===== config.mk =====
export PLATFORM = sky130hd
export DESIGN_NAME = rr_arbiter_flat
export DESIGN_NICKNAME = d
export VERILOG_FILES = /design/src/rtl/rr_arbiter_if.sv /design/src/rtl/rr_arbiter.sv /design/src/flat_wrapper.sv
export SDC_FILE = /design/constraint.sdc
export NUM_CORES = 1
export LEC_CHECK = 0
export CELL_PAD_IN_SITES_DETAIL_PLACEMENT = 0
export CELL_PAD_IN_SITES_GLOBAL_PLACEMENT = 2
export CORE_MARGIN = 4
export CORE_UTILIZATION = 37
export CTS_CLUSTER_SIZE = 14
export DETAILED_ROUTE_END_ITERATION = 6
export DONT_BUFFER_PORTS = 1
export GPL_ROUTABILITY_DRIVEN = 1
export PLACE_DENSITY_LB_ADDON = 0.1
export RECOVER_POWER = 25
export SYNTH_ARGS = -nofsm -noshare
export SYNTH_HDL_FRONTEND = slang
export SYNTH_SLANG_ARGS = --single-unit

===== constraint.sdc =====
create_clock -name clk -period 3.7 [get_ports clk]
set_clock_uncertainty 0.15 [all_clocks]
set_input_delay 0.37 -clock clk [delete_from_list [all_inputs] [get_ports clk]]
set_output_delay 0.37 -clock clk [all_outputs]
set_load 0.05 [all_outputs]

===== src/rtl/rr_arbiter_if.sv =====
// Request/grant bundle between N requesters and the arbiter.
// Latency: none, wires only; grant side is registered inside the arbiter.
// Backpressure: none; requesters hold req until they see their grant.
interface rr_arbiter_if #(
    parameter int N = 8
);
    localparam int PW = $clog2(N);

    logic          en;
    logic [N-1:0]  req;
    logic          lock;
    logic [N-1:0]  gnt;
    logic [PW-1:0] gnt_idx;
    logic          gnt_valid;
    logic          gnt_new;

    // Requester side drives requests and enable, observes the grant.
    modport master (
        output en, req, lock,
        input  gnt, gnt_idx, gnt_valid, gnt_new
    );

    // Arbiter side.
    modport slave (
        input  en, req, lock,
        output gnt, gnt_idx, gnt_valid, gnt_new
    );
endinterface


===== src/rtl/rr_arbiter.sv =====
// N-way arbiter: round-robin or fixed priority, registered one-hot grant with bounded lock hold.
// Latency: 1 cycle, req sampled at edge k gives gnt after edge k.
// Backpressure: en=0 freezes every register; losers simply keep requesting.
module rr_arbiter #(
    parameter  int N        = 8,
    parameter  int RR       = 1,
    parameter  int MAX_HOLD = 16,
    localparam int PW       = $clog2(N)
) (
    input  logic       clk,
    input  logic       reset,
    rr_arbiter_if.slave bus
);
    // Hold counter only needs to reach MAX_HOLD; with unlimited hold it stays at zero.
    localparam int            HW   = (MAX_HOLD > 0) ? $clog2(MAX_HOLD + 1) : 1;
    localparam logic [PW-1:0] LAST = PW'(N - 1);
    localparam logic [N-1:0]  ONE  = {{(N-1){1'b0}}, 1'b1};

    logic [N-1:0]  gnt_q, gnt_d;
    logic [PW-1:0] gnt_idx_q, gnt_idx_d;
    logic          gnt_valid_q, gnt_valid_d;
    logic          gnt_new_q, gnt_new_d;
    logic [PW-1:0] ptr_q, ptr_d;
    logic [HW-1:0] hold_cnt_q, hold_cnt_d;

    logic          holder_req;
    logic          under_limit;
    logic          hold_ok;
    logic          expired;
    logic [N-1:0]  cand;
    logic          win_found;
    logic [PW-1:0] win_idx;
    int            scan_pos;

    // Decide whether the current holder may keep the grant, and who may compete otherwise.
    always_comb begin
        holder_req  = gnt_valid_q & bus.lock & bus.req[gnt_idx_q];
        under_limit = (MAX_HOLD == 0) || (hold_cnt_q < HW'(MAX_HOLD));
        hold_ok     = holder_req & under_limit;
        expired     = holder_req & ~under_limit;
        cand        = bus.req;
        // Fixed priority would hand an expired holder straight back; skip it unless alone.
        // Round-robin needs no mask: ptr already sits one past the holder.
        if (RR == 0 && expired && bus.req != gnt_q) begin
            cand = bus.req & ~gnt_q;
        end
    end

    // Winner search: rotate from ptr for round-robin, highest index for fixed priority.
    always_comb begin
        win_found = 1'b0;
        win_idx   = '0;
        scan_pos  = 0;
        if (RR != 0) begin
            for (int i = 0; i < N; i++) begin
                scan_pos = int'(ptr_q) + i;
                if (scan_pos >= N) begin
                    scan_pos = scan_pos - N;
                end
                if (!win_found && cand[scan_pos]) begin
                    win_found = 1'b1;
                    win_idx   = PW'(scan_pos);
                end
            end
        end else begin
            for (int i = 0; i < N; i++) begin
                if (cand[i]) begin
                    win_found = 1'b1;
                    win_idx   = PW'(i);
                end
            end
        end
    end

    // Next-state selection: hold, go idle, or load a fresh arbitration result.
    always_comb begin
        gnt_d       = gnt_q;
        gnt_idx_d   = gnt_idx_q;
        gnt_valid_d = gnt_valid_q;
        gnt_new_d   = gnt_new_q;
        ptr_d       = ptr_q;
        hold_cnt_d  = hold_cnt_q;
        if (bus.en) begin
            if (hold_ok) begin
                gnt_new_d  = 1'b0;
                hold_cnt_d = (MAX_HOLD == 0) ? '0 : hold_cnt_q + HW'(1);
            end else if (bus.req == '0 || !win_found) begin
                gnt_d       = '0;
                gnt_idx_d   = '0;
                gnt_valid_d = 1'b0;
                gnt_new_d   = 1'b0;
                hold_cnt_d  = '0;
            end else begin
                gnt_d       = ONE << win_idx;
                gnt_idx_d   = win_idx;
                gnt_valid_d = 1'b1;
                gnt_new_d   = 1'b1;
                hold_cnt_d  = '0;
                if (RR != 0) begin
                    ptr_d = (win_idx == LAST) ? '0 : win_idx + PW'(1);
                end
            end
        end
    end

    // State registers; reset overrides enable and requests.
    always_ff @(posedge clk) begin
        if (reset) begin
            gnt_q       <= '0;
            gnt_idx_q   <= '0;
            gnt_valid_q <= 1'b0;
            gnt_new_q   <= 1'b0;
            ptr_q       <= '0;
            hold_cnt_q  <= '0;
        end else begin
            gnt_q       <= gnt_d;
            gnt_idx_q   <= gnt_idx_d;
            gnt_valid_q <= gnt_valid_d;
            gnt_new_q   <= gnt_new_d;
            ptr_q       <= ptr_d;
            hold_cnt_q  <= hold_cnt_d;
        end
    end

    assign bus.gnt       = gnt_q;
    assign bus.gnt_idx   = gnt_idx_q;
    assign bus.gnt_valid = gnt_valid_q;
    assign bus.gnt_new   = gnt_new_q;
endmodule


===== src/flat_wrapper.sv =====
// flat-port wrapper written by rule: the top's interface ports become plain ports
module rr_arbiter_flat 
#(
    parameter  int N        = 8,
    parameter  int RR       = 1,
    parameter  int MAX_HOLD = 16,
    localparam int PW       = $clog2(N)
)
  (clk, reset, bus_en, bus_req, bus_lock, bus_gnt, bus_gnt_idx, bus_gnt_valid, bus_gnt_new);
  rr_arbiter_if #(.N(N)) bus_i ();
  input  logic clk;
  input  logic reset;
  input wire logic [$bits(bus_i.en)-1:0] bus_en;
  input wire logic [$bits(bus_i.req)-1:0] bus_req;
  input wire logic [$bits(bus_i.lock)-1:0] bus_lock;
  output wire logic [$bits(bus_i.gnt)-1:0] bus_gnt;
  output wire logic [$bits(bus_i.gnt_idx)-1:0] bus_gnt_idx;
  output wire logic [$bits(bus_i.gnt_valid)-1:0] bus_gnt_valid;
  output wire logic [$bits(bus_i.gnt_new)-1:0] bus_gnt_new;
  assign bus_i.en = bus_en;
  assign bus_i.req = bus_req;
  assign bus_i.lock = bus_lock;
  assign bus_gnt = bus_i.gnt;
  assign bus_gnt_idx = bus_i.gnt_idx;
  assign bus_gnt_valid = bus_i.gnt_valid;
  assign bus_gnt_new = bus_i.gnt_new;
  rr_arbiter #(.N(N), .RR(RR), .MAX_HOLD(MAX_HOLD)) u_core (.clk(clk), .reset(reset), .bus(bus_i));
endmodule

---- Yosys cells after proc, flatten, opt, wreduce, memory -nomap -nowiden ----
Index checks and enable logic that the tools add are counted.
W data, S select, Z words.
storage, ports and cells
  register bits ........................... 21
  input port bits ......................... 12
  logic and storage cells ................. 123
operators by class
  add/sub/neg operators ................... 17
  order comparisons ....................... 18
  equal/unequal tests ..................... 1
  shift operators ......................... 1
  mux-type cells .......................... 56
  bitwise gates (word level) .............. 5
  reductions and logical operators ........ 19
operators with widths
  operator                 count
  $lt A32 B5 Y1 const B    8
  $mux W32                 8
  $ge A32 B5 Y1 const B    7
  $sub A32 B5 Y32 const B  7
  $mux W3                  10
  $bmux W1 S3              9
  $mux W1                  27
  $add A3 B3 Y4 const B    4
  $add A3 B2 Y4 const B    2
  $logic_not A1 Y1         8
  $logic_not A8 Y1         1
  $mux W8                  1
  $shl A1 B3 Y8 const A    1
  $logic_and A1 B1 Y1      7
  $add A5 B1 Y5 const B    1
  $lt A5 B5 Y1 const B     1
  $mux W5                  1
  $sub A3 B4 Y5 const B    1
  $add A3 B1 Y4 const B    1
  $ge A3 B4 Y1 const B     1
  $lt A3 B4 Y1 const B     1
  $add A3 B1 Y3 const B    1
  $and A1 B1 Y1            3
  $eq A3 B3 Y1 const B     1
  4 further kinds          5

---- Longest topological paths before layout ----
  depth in word-level cells ............... 31
  depth in mapped cells ................... 16

---- Least setup slack after synthesis ----
Ideal clock, no wire load.
  path type ............................... reg2reg
  start ................................... reg u_core.ptr_q[0]
  end ..................................... reg u_core.ptr_q[2]
  arrival time ............................ 3310 ps
  slack ................................... 118 ps
  cell stages (with the launch flop) ...... 16
  cell sequence ........................... dfxtp_1 buf_6 inv_2 ha_1 buf_4 mux2i_1 mux4_2 a22oi_2 buf_6 a2111o_1 a32oi_1 nor2_1 inv_1 ha_1 and3_1 o31a_2
between the ends
  word-level cells in the longest chain between the ends .. 31
  elaborated cells on any way between the ends .. 92
RTL lines
  element                                                                   line               text
  start, declared                                                           rr_arbiter.sv:23   logic [PW-1:0] ptr_q, ptr_d;
  start signal, assigned                                                    rr_arbiter.sv:120  ptr_q <= ptr_d;
  parallel branches: the longest is 31 deep, another holds $sub A32 B5 Y32  -
Several ways; the timed one is not identified. The select of a mux whose other input is x is not followed.
A chain may end at the register's enable or synchronous reset.

---- Worst setup path after layout ----
  start ................................... reg u_core.ptr_q[0]
  end ..................................... reg u_core.ptr_q[0]
The elaborated chain is that of the path after synthesis.

==> flow_metrics.tcl <==
set metrics [dict create \
    synth_top_family_by_area "multiplexers" \
    hpwl_um 3670 \
    grt_max_degree 15 \
    fin_ws_ns 0.230 \
    overflow 0 \
    rsz0062_at_grt "false" \
    num-nets-final 206 \
    grt_pass1_wl_um 7610 \
    io_pins 25 \
    powerDensity_nw_per_um2 933 \
    critPathMaxFanout 12 \
    finalHoldViolCount 0 \
    die_h_um 78.2 \
    place.port_buffers 0 \
    dr.first_iter.drc_count 150 \
    totalWireLength_um 4610 \
    slew_viol_final 0 \
    synth-simple-area-share_pct 15.6 \
    areaGrowthSynthToFinish_pct 10.6 \
    core_um2 4750 \
    cts_resized 0 \
    drive_above_1_share_pct 25.4 \
    syn-num-nets 194 \
    path_cells "buf_4 -> mux4_1 -> mux2_4 -> o41ai_2 -> a32oi_1 -> nor2_2 -> inv_1 -> ha_1 -> inv_1 -> a211oi_1 -> a2111oi_2" \
    synth_cells 178 \
    cp_common_cell "inv_1" \
    cts_buffers 3 \
    die_w_um 78.2 \
    dp.cells 252 \
    end_kind "flip-flop" \
    worstPathArrival_ns 3.47 \
    startpoint_type "flip-flop" \
    layout_min_cycle_time_ns 3.47 \
    antenna_found_initial 0 \
    min_path_type "in2reg" \
    stdcell_count 256 \
    period_share_pct 93.8 \
    syn_area_um2 1820 \
    grt_use_total_pct 15.6 \
    vias_per_cell 5.92 \
    first_pass_iters 4 \
    clkSlewWorstSetupHoldPaths_ns 0.07 \
    cts.sinks 21 \
    yosys.area.top_type "dfxtp_1" \
    drc_errors 0 \
    antenna_left 0 \
    synthAdderAreaFrac_pct 2.74 \
    synth_cell_types 55 \
    grt_pass1_vias 1508 \
    synth_area_leaders "dfxtp_1, mux4_2, mux4_1, mux2i_1, nand2_1" \
    maxCapViolations 0 \
    ys_seq_area_share_pct 23.0 \
    die_area_um2 6120 \
    ys_seq_elements 21 \
    yosys_warnings 0 \
    p_leak_nw 0.740 \
    cp.buffers_inverters 3 \
    slowest_delay_ns 0.69 \
    post_cts_buffers 0 \
    cts_hold_buf 0 \
    fin_setup_tns_ns 0 \
    vias 1516 \
    cts_tree "done" \
    worst-setup-path-type "reg2reg" \
    h-tree-depth 1 \
    synth_top_area_share_pct 23.0 \
    num_rows 25 \
    worst_pin_slew_ns 0.782 \
    crit_family "multiplexers" \
    synth.avg_cell_area_um2 10.2 \
    synthXorXnorAreaFrac_pct 3.36 \
    synth.area.mux_share_pct 29.4 \
    clk_latency_ns 0.25 \
    place.gp.congestion 0.836 \
    root_buffer "clkbuf_8" \
    initial_utilization_pct 38.4 \
    synth-edff-count 0 \
    slowest_stage "mux4_1" \
    fmaxAchievable_mhz 288 \
    cp.required_ns 3.70 \
    dp_worst_setup_slack_ns 0.0310 \
    irDropWorstVdd_mv 0.412 \
    status "completed" \
    setup_viol 0 \
    ys.flop_type "dfxtp_1" \
    slew_headroom_pct 47.7 \
    synth_compound_area_share_pct 21.2 \
    antenna_cells 0 \
    clockBufferDepth 2 \
    wire_per_inst_um 18.0 \
    synthArstFlopShare_pct 0 \
]
## per-stage QoR
stage	instance area (um^2)	util, %	hold WS [ns]	power (mW)
5_1_grt	2020	42.4	0.0191	2.02
3_3_place_gp	1960	41.2	0.292	1.70
2_1_floorplan	1820	-	0.304	1.41
3_5_place_dp	1960	41.2	0.294	1.71
4_1_cts	2000	42.1	0.0225	1.86
6_report	2020	42.4	0.0279	1.88
## placed cells by master, fill, tap and decap left out, types with 4 or more instances in the layout
cell      n
nand2_1  22
mux4_2    8
mux4_1    6
a32o_1    4
a22o_1    5
inv_1     6
mux2i_1   8
xor2_1    5
dfxtp_1  21
a21oi_1   8
buf_4    13
nor3_1    5
nor2_1   12
## worst paths after layout
path / end / cells past startpoint / slack [ns] / startpoint
setup reg to reg: u_core.ptr_q[0]$_SDFFE_PP0P_ / 11 / 0.23 / u_core.ptr_q[0]$_SDFFE_PP0P_
hold reg to reg: u_core.hold_cnt_q[4]$_SDFFE_PP0P_ / 2 / 0.35 / u_core.hold_cnt_q[4]$_SDFFE_PP0P_
hold / removal: u_core.ptr_q[0]$_SDFFE_PP0P_ / 1 / 0.03 / reset
setup / recovery: u_core.ptr_q[0]$_SDFFE_PP0P_ / 11 / 0.23 / u_core.ptr_q[0]$_SDFFE_PP0P_
## power by group
| part | leakage, nW | internal (mW) | switching (mW) |
|---|---|---|---|
| logic | 0.546 | 0.583 | 0.710 |
| registers | 0.171 | 0.278 | 0.169 |
| clock network | 0.0228 | 0.0764 | 0.0642 |
| total | 0.740 | 0.938 | 0.943 |
## synthesized netlist by cell type, types with 4 or more instances
cell and n:
a21oi_1 8, a22o_1 5, a32o_1 4, dfxtp_1 21, ha_1 4, inv_1 6
mux2i_1 9, mux4_1 6, mux4_2 8, nand2_1 22, nor2_1 13, nor3_1 5
xor2_1 5
## flip-flops by register name, summed over array words and instances, names as in the netlist
register,count
u_core.bus.gnt,8
u_core.ptr_q,3
u_core.hold_cnt_q,5
u_core.bus.gnt_idx,3
u_core.bus.gnt_valid,1
u_core.bus.gnt_new,1
## final cells by class
class	instances	area, um^2
Sequential cell	21	420
Clock buffer	4	45.0
Fill cell	495	2740
Multi-Input combinational cell	142	1340
Timing Repair Buffer	14	101
Inverter	8	30.0
Tap cell	67	83.8
## metal layers
metal,wire length (um),vias to the layer above,GRT usage (%),share of wire [%]
li1,-,721,-,-
met1,2020,765,20.2,44
met2,2380,24,27.3,52
met3,132,6,1.38,2.9
met4,65,0,4.90,1.4
met5,0,-,0,0
## kinds of logic (layout without fill, tap and decap cells)
| logic type | after synthesis | after routing |
|---|---|---|
| flip-flops | 21 | 21 |
| XOR/XNOR | 7 | 7 |
| adder cells (fa/ha/maj) | 4 | 4 |
| AO/OA/AOI/OAI | 45 | 45 |
| buffers and inverters | 15 | 26 |
| multiplexers | 30 | 30 |
| AND/OR/NAND/NOR | 56 | 56 |
Note: power is estimated with default switching activity, not from simulation.
